===== src/rtl/time_of_day_counter.sv =====
// Time-of-day counter: fraction/seconds/minutes/hours fields plus a flat tick count,
// with load, per-field adjust, 12-hour view and a midnight rollover pulse.
module time_of_day_counter #(
  parameter int TICKS_PER_SEC = 100,
  parameter int FRAC_WIDTH    = 7,
  parameter int COUNT_WIDTH   = 24,
  parameter int START_HOURS   = 0,
  parameter int START_MINUTES = 0
) (
  input  logic                   i_Clk,
  input  logic                   i_Reset,
  input  logic                   i_Enable,
  input  logic                   i_Tick,
  input  logic                   i_Minutes_Inc,
  input  logic                   i_Minutes_Dec,
  input  logic                   i_Hours_Inc,
  input  logic                   i_Hours_Dec,
  input  logic                   i_Load,
  input  logic [4:0]             i_Load_Hours,
  input  logic [5:0]             i_Load_Minutes,
  output logic [FRAC_WIDTH-1:0]  o_Fraction,
  output logic [5:0]             o_Seconds,
  output logic [5:0]             o_Minutes,
  output logic [4:0]             o_Hours,
  output logic [3:0]             o_Hours_12,
  output logic                   o_PM,
  output logic [COUNT_WIDTH-1:0] o_Count,
  output logic                   o_Day_Rollover,
  output logic                   o_Load_Error
);

  localparam logic [FRAC_WIDTH-1:0]  FRAC_MAX    = FRAC_WIDTH'(TICKS_PER_SEC - 1);
  localparam logic [COUNT_WIDTH-1:0] MIN_TICKS   = COUNT_WIDTH'(60 * TICKS_PER_SEC);
  localparam logic [COUNT_WIDTH-1:0] HOUR_TICKS  = COUNT_WIDTH'(3600 * TICKS_PER_SEC);
  localparam logic [COUNT_WIDTH-1:0] MIN_WRAP    = COUNT_WIDTH'(59 * 60 * TICKS_PER_SEC);
  localparam logic [COUNT_WIDTH-1:0] HOUR_WRAP   = COUNT_WIDTH'(23 * 3600 * TICKS_PER_SEC);
  localparam logic [COUNT_WIDTH-1:0] START_COUNT =
    COUNT_WIDTH'((START_HOURS * 3600 + START_MINUTES * 60) * TICKS_PER_SEC);

  function automatic logic [3:0] to_12h(input logic [4:0] h);
    if (h == 5'd0)      return 4'd12;
    else if (h > 5'd12) return 4'(h - 5'd12);
    else                return h[3:0];
  endfunction

  logic [FRAC_WIDTH-1:0]  frac_q, frac_d;
  logic [5:0]             sec_q, sec_d;
  logic [5:0]             min_q, min_d;
  logic [4:0]             hr_q, hr_d;
  logic [3:0]             h12_q, h12_d;
  logic                   pm_q, pm_d;
  logic [COUNT_WIDTH-1:0] count_q, count_d;
  logic                   roll_q, roll_d;
  logic                   lerr_q, lerr_d;

  logic adjust, min_up, min_dn, hr_up, hr_dn;

  assign adjust = i_Minutes_Inc | i_Minutes_Dec | i_Hours_Inc | i_Hours_Dec;
  assign min_up = i_Minutes_Inc & ~i_Minutes_Dec;
  assign min_dn = i_Minutes_Dec & ~i_Minutes_Inc;
  assign hr_up  = i_Hours_Inc & ~i_Hours_Dec;
  assign hr_dn  = i_Hours_Dec & ~i_Hours_Inc;

  always_comb begin
    frac_d  = frac_q;
    sec_d   = sec_q;
    min_d   = min_q;
    hr_d    = hr_q;
    count_d = count_q;
    roll_d  = 1'b0;
    lerr_d  = 1'b0;
    if (i_Load) begin
      if (i_Load_Hours <= 5'd23 && i_Load_Minutes <= 6'd59) begin
        hr_d    = i_Load_Hours;
        min_d   = i_Load_Minutes;
        sec_d   = 6'd0;
        frac_d  = '0;
        count_d = COUNT_WIDTH'((32'(i_Load_Hours) * 3600 + 32'(i_Load_Minutes) * 60)
                               * TICKS_PER_SEC);
      end else begin
        lerr_d = 1'b1;
      end
    end else if (adjust) begin
      // Each field wraps on its own; o_Count tracks the field change exactly.
      if (min_up) begin
        if (min_q == 6'd59) begin min_d = 6'd0;  count_d = count_d - MIN_WRAP;  end
        else                begin min_d = min_q + 6'd1; count_d = count_d + MIN_TICKS; end
      end else if (min_dn) begin
        if (min_q == 6'd0)  begin min_d = 6'd59; count_d = count_d + MIN_WRAP;  end
        else                begin min_d = min_q - 6'd1; count_d = count_d - MIN_TICKS; end
      end
      if (hr_up) begin
        if (hr_q == 5'd23)  begin hr_d = 5'd0;  count_d = count_d - HOUR_WRAP;  end
        else                begin hr_d = hr_q + 5'd1; count_d = count_d + HOUR_TICKS; end
      end else if (hr_dn) begin
        if (hr_q == 5'd0)   begin hr_d = 5'd23; count_d = count_d + HOUR_WRAP;  end
        else                begin hr_d = hr_q - 5'd1; count_d = count_d - HOUR_TICKS; end
      end
    end else if (i_Enable && i_Tick) begin
      count_d = count_q + COUNT_WIDTH'(1);
      if (frac_q == FRAC_MAX) begin
        frac_d = '0;
        if (sec_q == 6'd59) begin
          sec_d = 6'd0;
          if (min_q == 6'd59) begin
            min_d = 6'd0;
            if (hr_q == 5'd23) begin
              hr_d    = 5'd0;
              count_d = '0;
              roll_d  = 1'b1;
            end else begin
              hr_d = hr_q + 5'd1;
            end
          end else begin
            min_d = min_q + 6'd1;
          end
        end else begin
          sec_d = sec_q + 6'd1;
        end
      end else begin
        frac_d = frac_q + FRAC_WIDTH'(1);
      end
    end
    h12_d = to_12h(hr_d);
    pm_d  = (hr_d >= 5'd12);
  end

  always_ff @(posedge i_Clk) begin
    if (i_Reset) begin
      frac_q  <= '0;
      sec_q   <= 6'd0;
      min_q   <= 6'(START_MINUTES);
      hr_q    <= 5'(START_HOURS);
      h12_q   <= to_12h(5'(START_HOURS));
      pm_q    <= (START_HOURS >= 12);
      count_q <= START_COUNT;
      roll_q  <= 1'b0;
      lerr_q  <= 1'b0;
    end else begin
      frac_q  <= frac_d;
      sec_q   <= sec_d;
      min_q   <= min_d;
      hr_q    <= hr_d;
      h12_q   <= h12_d;
      pm_q    <= pm_d;
      count_q <= count_d;
      roll_q  <= roll_d;
      lerr_q  <= lerr_d;
    end
  end

  assign o_Fraction     = frac_q;
  assign o_Seconds      = sec_q;
  assign o_Minutes      = min_q;
  assign o_Hours        = hr_q;
  assign o_Hours_12     = h12_q;
  assign o_PM           = pm_q;
  assign o_Count        = count_q;
  assign o_Day_Rollover = roll_q;
  assign o_Load_Error   = lerr_q;

endmodule


===== config.mk =====
export PLATFORM = sky130hd
export DESIGN_NAME = time_of_day_counter
export DESIGN_NICKNAME = d
export VERILOG_FILES = /design/src/rtl/time_of_day_counter.sv
export SDC_FILE = /design/constraint.sdc
export NUM_CORES = 1
export LEC_CHECK = 0
export CORE_MARGIN = 2
export CORE_UTILIZATION = 62
export CTS_CLUSTER_SIZE = 24
export DETAILED_ROUTE_END_ITERATION = 8
export PLACE_DENSITY = 0.84
export SYNTH_ARGS = -nofsm -noshare
export SYNTH_HDL_FRONTEND = slang
export SYNTH_SLANG_ARGS = --single-unit

===== constraint.sdc =====
create_clock -name i_Clk -period 11.4 [get_ports i_Clk]
set_clock_uncertainty 0.2 [all_clocks]
set_input_delay 2.28 -clock i_Clk [delete_from_list [all_inputs] [get_ports i_Clk]]
set_output_delay 2.28 -clock i_Clk [all_outputs]
set_load 0.01 [all_outputs]

* Word level (Yosys, flattened, before mapping)
Cells that the tools add are included. Widths: inputs -> output; s select.
Word-level totals: output and inout bits 55, flip-flop bits (word level) 55, logic and storage cells 126, input bits 20
Cells by class: bitwise gates (word level) 16, multiplexer cells 53, eq/ne operators 7, $add $sub $neg 17, $lt $le $gt $ge 4, multipliers 3, reductions and logical operators 17
Operator list (number):
- $mux 24 | 18
- $mux 6 | 16
- $mux 5 | 11
- $add 24x19->24 const B | 2
- $sub 24x19->24 const B | 2
- $mux 7 | 5
- $add 24x1->24 const B | 1
- $add 24x13->24 const B | 1
- $add 24x23->24 const B | 1
- $sub 24x13->24 const B | 1
- $sub 24x23->24 const B | 1
- $mul 18x5->22 const B | 1
- $add 17x12->18 | 1
- $mul 5x8->13 const B | 1
- $add 6x1->6 const B | 2
- $eq 6x6->1 const B | 2
- $logic_not 5->1 | 2
- $mul 6x4->10 const B | 1
- $not 1->1 | 9
- $reduce_bool 3->1 | 3
- $add 7x1->7 const B | 1
- $eq 7x7->1 const B | 1
- $reduce_or 7->1 | 1
- $le 6x6->1 const B | 1
- other kinds (23) | 32

* Depth between registers and ports, before layout
Gate-level depths: netlist of run 1.
depth after elaboration 12, depth in mapped cells 32, mapped depth without buffers 32

* Worst setup path after synthesis of run 1
OpenSTA, ideal clock, no wires.
path type input -> register, from input port i_Load_Minutes[0], to register count_q[23] (netlist: o_Count[23]), data arrival time 8.227 ns, path slack 2.858 ns, required time 11.084 ns, cell stages on the path 29, setup time 0.116 ns, path buffers 0, cell sequence fa_1 -> fa_1 -> inv_1 -> fa_1 -> inv_1 -> ha_1 -> a21o_1 -> a21oi_1 -> nor2b_1 -> o21ai_0 -> nand2b_1 -> a21o_1 -> a21o_1 -> xor2_1 -> ha_1 -> ha_1 -> inv_1 -> fa_1 -> inv_1 -> ha_1 -> o21a_1 -> o31ai_1 -> o21ai_0 -> o211ai_1 -> o22ai_1 -> and3_1 -> o41ai_1 -> a221oi_1 -> a31o_1
Between the ends: word-level cells in the longest chain between the ends 5
RTL lines:
- from (decl) | RTL line 20 | input logic [5:0] i_Load_Minutes,
- $mul 6x4->10 | RTL line 78 | count_d = COUNT_WIDTH'((32'(i_Load_Hours) * 3600 + 32'(i_Load_Minutes) * 60)
- $add 17x12->18 | RTL line 78
- $mul 18x5->22 | RTL line 79 | * TICKS_PER_SEC);
- $mux 24 | RTL line 73 | if (i_Load_Hours <= 5'd23 && i_Load_Minutes <= 6'd59) begin
- $mux 24 | RTL line 72 | if (i_Load) begin
- to (signal assigned) | RTL line 146 | count_q <= count_d;
- to (decl) | RTL line 52 | logic [COUNT_WIDTH-1:0] count_q, count_d;
Parallel ways exist; a longest one is shown, timed or not. The select of a mux whose other input is x is not followed. A chain may end at the register's enable or synchronous reset.

* Worst setup path after layout of run 1
from input port i_Load_Minutes[0], to register count_q[20] (netlist: o_Count[20])
The elaborated chain is that of the path after synthesis.

==> key figures, run 1 <==
Synth
  • FF+latch count, synth: 55
  • Synth Instances: 1241
  • Top cells by area, synth: ha_1, dfxtp_1, xnor2_1
  • Sequential element share of the synthesized area: 11.7%
  • Synth warnings: 0
  • Synthesized net count: 1430
  • Post-synth ARST share: 0%
  • Unique masters post-synth: 89
  • Average cell area after synthesis: 7.56 um2
  • Dominant synthesized flop cell: dfxtp_1
  • Yosys top cell area share: 19.3%
  • Number of synthesized flops with an enable pin: 0
  • Yosys top cell by area: ha_1
  • Synthesized area: 9380 um2

STA
  • Relative slew slack: 37.3%
  • Final min period: 9.71 ns
  • Unrepaired setup endpoints after global routing: false
  • Worst slew pin tran: 0.936 ns
  • Final cycle utilization of the critical path: 85.1%
  • # setup viols final: 0
  • Max-slew violations: 0
  • Final Hold Fails: 0
  • Max Freq: 103 MHz
  • Setup TNS: 0 ns

Layout
  • End-of-flow core utilization: 70.7%
  • N_diodes: 0
  • Multi-input gate area: 7660 um2
  • Filler cells: 1211
  • Most frequent cells in the layout: ha_1, nor2_1, inv_1, a21oi_1, nand2_1
  • Reg area: 1100 um2
  • Final #Nets: 1468
  • Area growth from synthesis to layout: 10.3%
  • Fraction of layout cells with a size suffix above 1: 3.98%
  • Commonest non-fill, non-tap cell in the layout: ha_1

GRT
  • Initial antenna violation count: 0
  • Remaining Overflow, GRT: 0
  • Vias in the first global route: 8807
  • Total track usage: 31.8%
  • Largest net degree at the start of global routing: 47
  • First-pass GRT wire length: 42500 um

Floorplan
  • Top-Level Pins: 75
  • DIE AREA: 16100 um2
  • Die outline width: 127 um
  • Num rows: 44
  • Core footprint: 14600 um2
  • Die H: 127 um
  • Initial Utilization: 64.0%

CTS
  • Maximum buffer depth of the clock tree: 2
  • CTS tree: done
  • Skew-Pair Late Insertion Delay: 0.31 ns
  • Post-CTS Hold Buffers: 0
  • Clock root cell: clkbuf_16
  • CTS H-Tree Depth: 2
  • CTS sink cnt: 55
  • Num CTS Buffers: 5
  • Worst-path clk slew: 0.09 ns
  • Total setup buffers inserted after CTS: 0
  • Post_cts resized: 0

Run
  • MaxCap Viol Count: 0

Hold path
  • HP Class: register to register

Place
  • Placer Congestion: 0.995
  • Detail Placement HPWL: 20700 um
  • Buffers added on ports: 74

Routing
  • Avg WL per Cell: 18.1 um
  • DRC violations left: 0
  • Antenna-violating nets left: 0
  • Vias: 9553
  • DRT iter0 DRCs: 1185
  • TritonRoute pass-1 iters: 8
  • Wirelength, routed: 26500 um
  • DR vias/cell: 6.53

Setup path
  • CP required: 11.44 ns
  • Max stage delay on crit path: 0.71 ns
  • Max Fanout on Critical Path: 7
  • Setup CP Type: primary input to register
  • CP Data Arrival Time: 9.75 ns
  • CP max-delay cell: fa_1
  • Startpoint Class: primary input
  • Crit end category: register
  • Most frequent cell on the critical path: ha_1

Status
  • Status: completed
-- cells in the mapped netlist, types with 4 or more instances --
| library cell | instances |
|---|---|
| a211o_1 | 5 |
| a211oi_1 | 24 |
| a21boi_0 | 6 |
| a21o_1 | 22 |
| a21oi_1 | 94 |
| a221o_1 | 4 |
| a221oi_1 | 13 |
| a22oi_1 | 5 |
| a311oi_1 | 4 |
| a31o_2 | 4 |
| a31oi_1 | 10 |
| and2_1 | 9 |
| and3_1 | 15 |
| buf_2 | 7 |
| clkbuf_1 | 39 |
| dfxtp_1 | 55 |
| fa_1 | 24 |
| ha_1 | 145 |
| inv_1 | 107 |
| mux2i_1 | 9 |
| nand2_1 | 94 |
| nand2b_1 | 11 |
| nand3_1 | 37 |
| nand3b_1 | 4 |
| nand4_1 | 14 |
| nor2_1 | 108 |
| nor2b_1 | 15 |
| nor3_1 | 34 |
| nor4_1 | 5 |
| nor4b_1 | 4 |
| o211ai_1 | 18 |
| o21a_1 | 13 |
| o21ai_0 | 65 |
| o21bai_1 | 12 |
| o221ai_1 | 4 |
| o22ai_1 | 13 |
| o31ai_1 | 8 |
| o32ai_1 | 4 |
| or3_1 | 13 |
| xnor2_1 | 56 |
| xor2_1 | 33 |
-- logic make-up after synthesis --
| family | count (synthesis) | share of synthesized area (%) |
|---|---|---|
| DFF | 55 | 11.7 |
| adders and majority gates | 169 | 24.5 |
| xor gates and xnor gates | 91 | 8.66 |
| muxes | 12 | 1.32 |
| and+or+nand+nor | 385 | 20.2 |
| AOI/OAI and AO/OA | 370 | 27.0 |
| buffers and inverters | 159 | 6.62 |
-- stage by stage --
stage / instances / hold slack, ns / area (um2) / setup WS [ns]
after global placement: 1456 / 0.276 / 10200 / 1.69
after CTS: 1464 / 0.289 / 10300 / 1.79
after detailed placement: 1456 / 0.278 / 10200 / 1.49
after global routing: 1464 / 0.320 / 10300 / 1.34
final: 1464 / 0.295 / 10300 / 1.69
after floorplan: 1241 / 0.300 / 9380 / 2.86
-- worst max-delay path, delay by kind of cell --
family	cells	cell delay (ns)
xor+xnor	3	0.65
fa+ha+maj	8	3.21
buf+inv	3	0.79
compound gates	12	2.47
simple gates	3	0.33
-- layout make-up --
class / instances / share of cell area (%)
tap: 184 / 2.23
inverter: 108 / 3.92
clock inverter: 3 / 0.266
sequential: 55 / 10.6
clock buffer: 5 / 1.21
multi-input combinational: 1027 / 74.0
timing repair buffer: 82 / 7.74
-- final timing paths --
kind | start | end | slack, ns | depth (start not counted)
worst min register to register | o_Count[1] | o_Count[1] | 0.30 | 2
worst max register to register | o_Minutes[0] | o_Count[23] | 5.07 | 21
worst min-delay path | o_Count[1] | o_Count[1] | 0.30 | 2
worst max-delay path | i_Load_Minutes[0] | o_Count[20] | 1.69 | 29
-- sequential cells by signal (all words and copies together), names as in the netlist --
name,cells
o_Seconds,6
o_Fraction,7
o_Load_Error,1
o_Hours,5
o_Hours_12,4
o_Day_Rollover,1
o_Count,24
o_PM,1
o_Minutes,6
-- layer usage --
metal	up-vias	GRT usage [%]	routed length, um	part of all wire [%]
met1	4485	41.2	11100	42
met5	-	0	0	0
li1	4574	-	-	-
met3	60	5.90	2320	8.8
met4	0	10.4	732	2.8
met2	434	53.7	12300	46
Power of run 1 is not shown: default switching activity piles up to over one toggle a cycle in this logic, so the estimate is an artifact.
==> inputs of run 2 (changes only) <==
--- a/config.mk
+++ b/config.mk
@@ -9,7 +9,9 @@
 export CORE_UTILIZATION = 62
 export CTS_CLUSTER_SIZE = 24
 export DETAILED_ROUTE_END_ITERATION = 8
-export PLACE_DENSITY = 0.84
+export DONT_BUFFER_PORTS = 1
+export MAX_ROUTING_LAYER = met4
+export PLACE_DENSITY = 0.74
 export SYNTH_ARGS = -nofsm -noshare
 export SYNTH_HDL_FRONTEND = slang
 export SYNTH_SLANG_ARGS = --single-unit
==> run 2 against run 1 <==
Net effect:
- worst hold slack improved by 0.042 ns
- cell count fell by 5.4%
- via count fell by 4.9%
- register-to-register slack about the same
- critical endpoint unchanged
==> key figures, run 2 (synthesized netlist as in run 1, its figures left out) <==
Setup path
  • Startpoint Class: primary input
  • CP Data Arrival Time: 8.86 ns (-0.89 ns)
  • Reg2Reg Capture Point: o_Count[23]
  • CP max-delay cell: fa_1
  • RR Startpoint: o_Minutes[0]
  • CP required: 11.43 ns (about the same)
  • Max Fanout on Critical Path: 5 (-2)
  • Setup CP Type: primary input to register
  • FF-to-FF path depth: 21 (unchanged)
  • Crit end category: register
  • CP Launch Point: i_Load_Minutes[3]
  • Most frequent cell on the critical path: ha_1
  • Reg2Reg Setup Slack: 5.07 ns (about the same)
  • Max stage delay on crit path: 0.52 ns (-0.19 ns)

STA
  • Max Freq: 113 MHz (+9.9%)
  • Unrepaired setup endpoints after global routing: false
  • Final cycle utilization of the critical path: 77.5% (-7.7 points)
  • # setup viols final: 0 (unchanged)
  • Setup TNS: 0 ns (unchanged)
  • Final min period: 8.83 ns (-0.876 ns)
  • Min Hold Slack: 0.338 ns (+0.0423 ns)
  • Final Hold Fails: 0 (unchanged)
  • Max-slew violations: 0 (unchanged)
  • Worst slew pin tran: 1.10 ns (+0.159 ns)
  • Relative slew slack: 26.7% (-11 points)

Hold path
  • Worst hold path endpoint: o_Count[1]
  • Worst hold start: o_Count[1]
  • Hold path depth: 2 (unchanged)
  • HP Class: register to register

Layout
  • Most frequent cells in the layout: ha_1, nor2_1, inv_1, a21oi_1, nand2_1
  • Area growth from synthesis to layout: 2.19%
  • Finished Layout Cells: 1385 (-5.4%)
  • N_diodes: 0 (unchanged)
  • Fraction of layout cells with a size suffix above 1: 3.75% (-0.24 points)
  • Final #Nets: 1389 (-5.4%)
  • Commonest non-fill, non-tap cell in the layout: ha_1
  • Max reg flops: 24 (unchanged)
  • End-of-flow core utilization: 65.4% (-5.2 points)

Routing
  • TritonRoute pass-1 iters: 6 (-2)
  • DRT iter0 DRCs: 1009 (-15%)
  • Avg WL per Cell: 18.4 um (+1.8%)
  • DR vias/cell: 6.56 (+0.50%)
  • Vias: 9083 (-4.9%)
  • DRC violations left: 0 (unchanged)
  • Antenna-violating nets left: 0 (unchanged)
  • Wirelength, routed: 25500 um (-3.7%)

CTS
  • CTS H-Tree Depth: 2 (unchanged)
  • Num CTS Buffers: 5 (unchanged)
  • CTS sink cnt: 55 (unchanged)
  • Worst-path clk slew: 0.07 ns (-0.02 ns)
  • Total setup buffers inserted after CTS: 0 (unchanged)
  • Post-CTS Hold Buffers: 0 (unchanged)
  • Clock root cell: clkbuf_16
  • CTS tree: done
  • Skew-Pair Late Insertion Delay: 0.30 ns (about the same)
  • Maximum buffer depth of the clock tree: 2 (unchanged)
  • Post_cts resized: 0 (unchanged)

Place
  • Buffers added on ports: 0 (-100%)
  • Placed insts: 1377 (-5.4%)
  • Detail Placement HPWL: 20300 um (-1.9%)
  • Placer Congestion: 0.994 (-0.13%)

Floorplan
  • Core footprint: 14600 um2 (unchanged)
  • Num rows: 44 (unchanged)
  • Die outline width: 127 um (unchanged)
  • Die H: 127 um (unchanged)
  • DIE AREA: 16100 um2 (unchanged)
  • Initial Utilization: 64.0% (unchanged)
  • Top-Level Pins: 75 (unchanged)

GRT
  • Initial antenna violation count: 0 (unchanged)
  • First-pass GRT wire length: 41400 um (-2.5%)
  • Remaining Overflow, GRT: 0 (unchanged)
  • Total track usage: 32.2% (+0.34 points)
  • Largest net degree at the start of global routing: 47 (unchanged)
  • Vias in the first global route: 8258 (-6.2%)

Run
  • MaxCap Viol Count: 0 (unchanged)

Status
  • Status: completed
==> run 2: worst max-delay path by stage <==
| stage | end | slack (ns) |
|---|---|---|
| global route | o_Count[20] | 2.02 |
| floorplan | o_Count[23] | 2.86 |
| finish | o_Count[20] | 2.57 |
| detailed placement | o_Count[20] | 2.31 |
| CTS | o_Count[20] | 2.60 |
| global placement | o_Count[23] | 2.45 |
==> run 2: layer usage <==
layer | GRT usage [%] | wire (um) | part of all wire [%]
met5 | - | 0 | 0
met4 | 9.24 | 656 | 2.6
met3 | 3.31 | 1970 | 7.7
met2 | 49.9 | 11500 | 45
met1 | 44.8 | 11400 | 45
==> run 2: final cells by class <==
type / count / area [um2]
Fill cell: 1345 / 5060
Tap cell: 184 / 230
Timing Repair Buffer: 3 / 22.5
Clock inverter: 2 / 38.8
Inverter: 108 / 405
Sequential cell: 55 / 1100
Clock buffer: 6 / 129
Multi-Input combinational cell: 1027 / 7660
==> run 2: critical path: cells and delay by family <==
| kind | cells | cell delay (ns) |
|---|---|---|
| AO/OA/AOI/OAI | 11 | 2.21 |
| XOR/XNOR | 3 | 0.58 |
| adder cells (fa/ha/maj) | 8 | 3.07 |
| buffers and inverters | 4 | 0.35 |
| AND/OR/NAND/NOR | 3 | 0.34 |
==> run 2: per-stage QoR <==
| stage | setup WS, ns | cell area (um2) |
|---|---|---|
| after floorplan | 2.86 | 9380 |
| after global placement | 2.45 | 9420 |
| after detailed placement | 2.31 | 9420 |
| after CTS | 2.60 | 9580 |
| after global routing | 2.02 | 9580 |
| final | 2.57 | 9580 |
Power of run 2 is left out for the same reason.
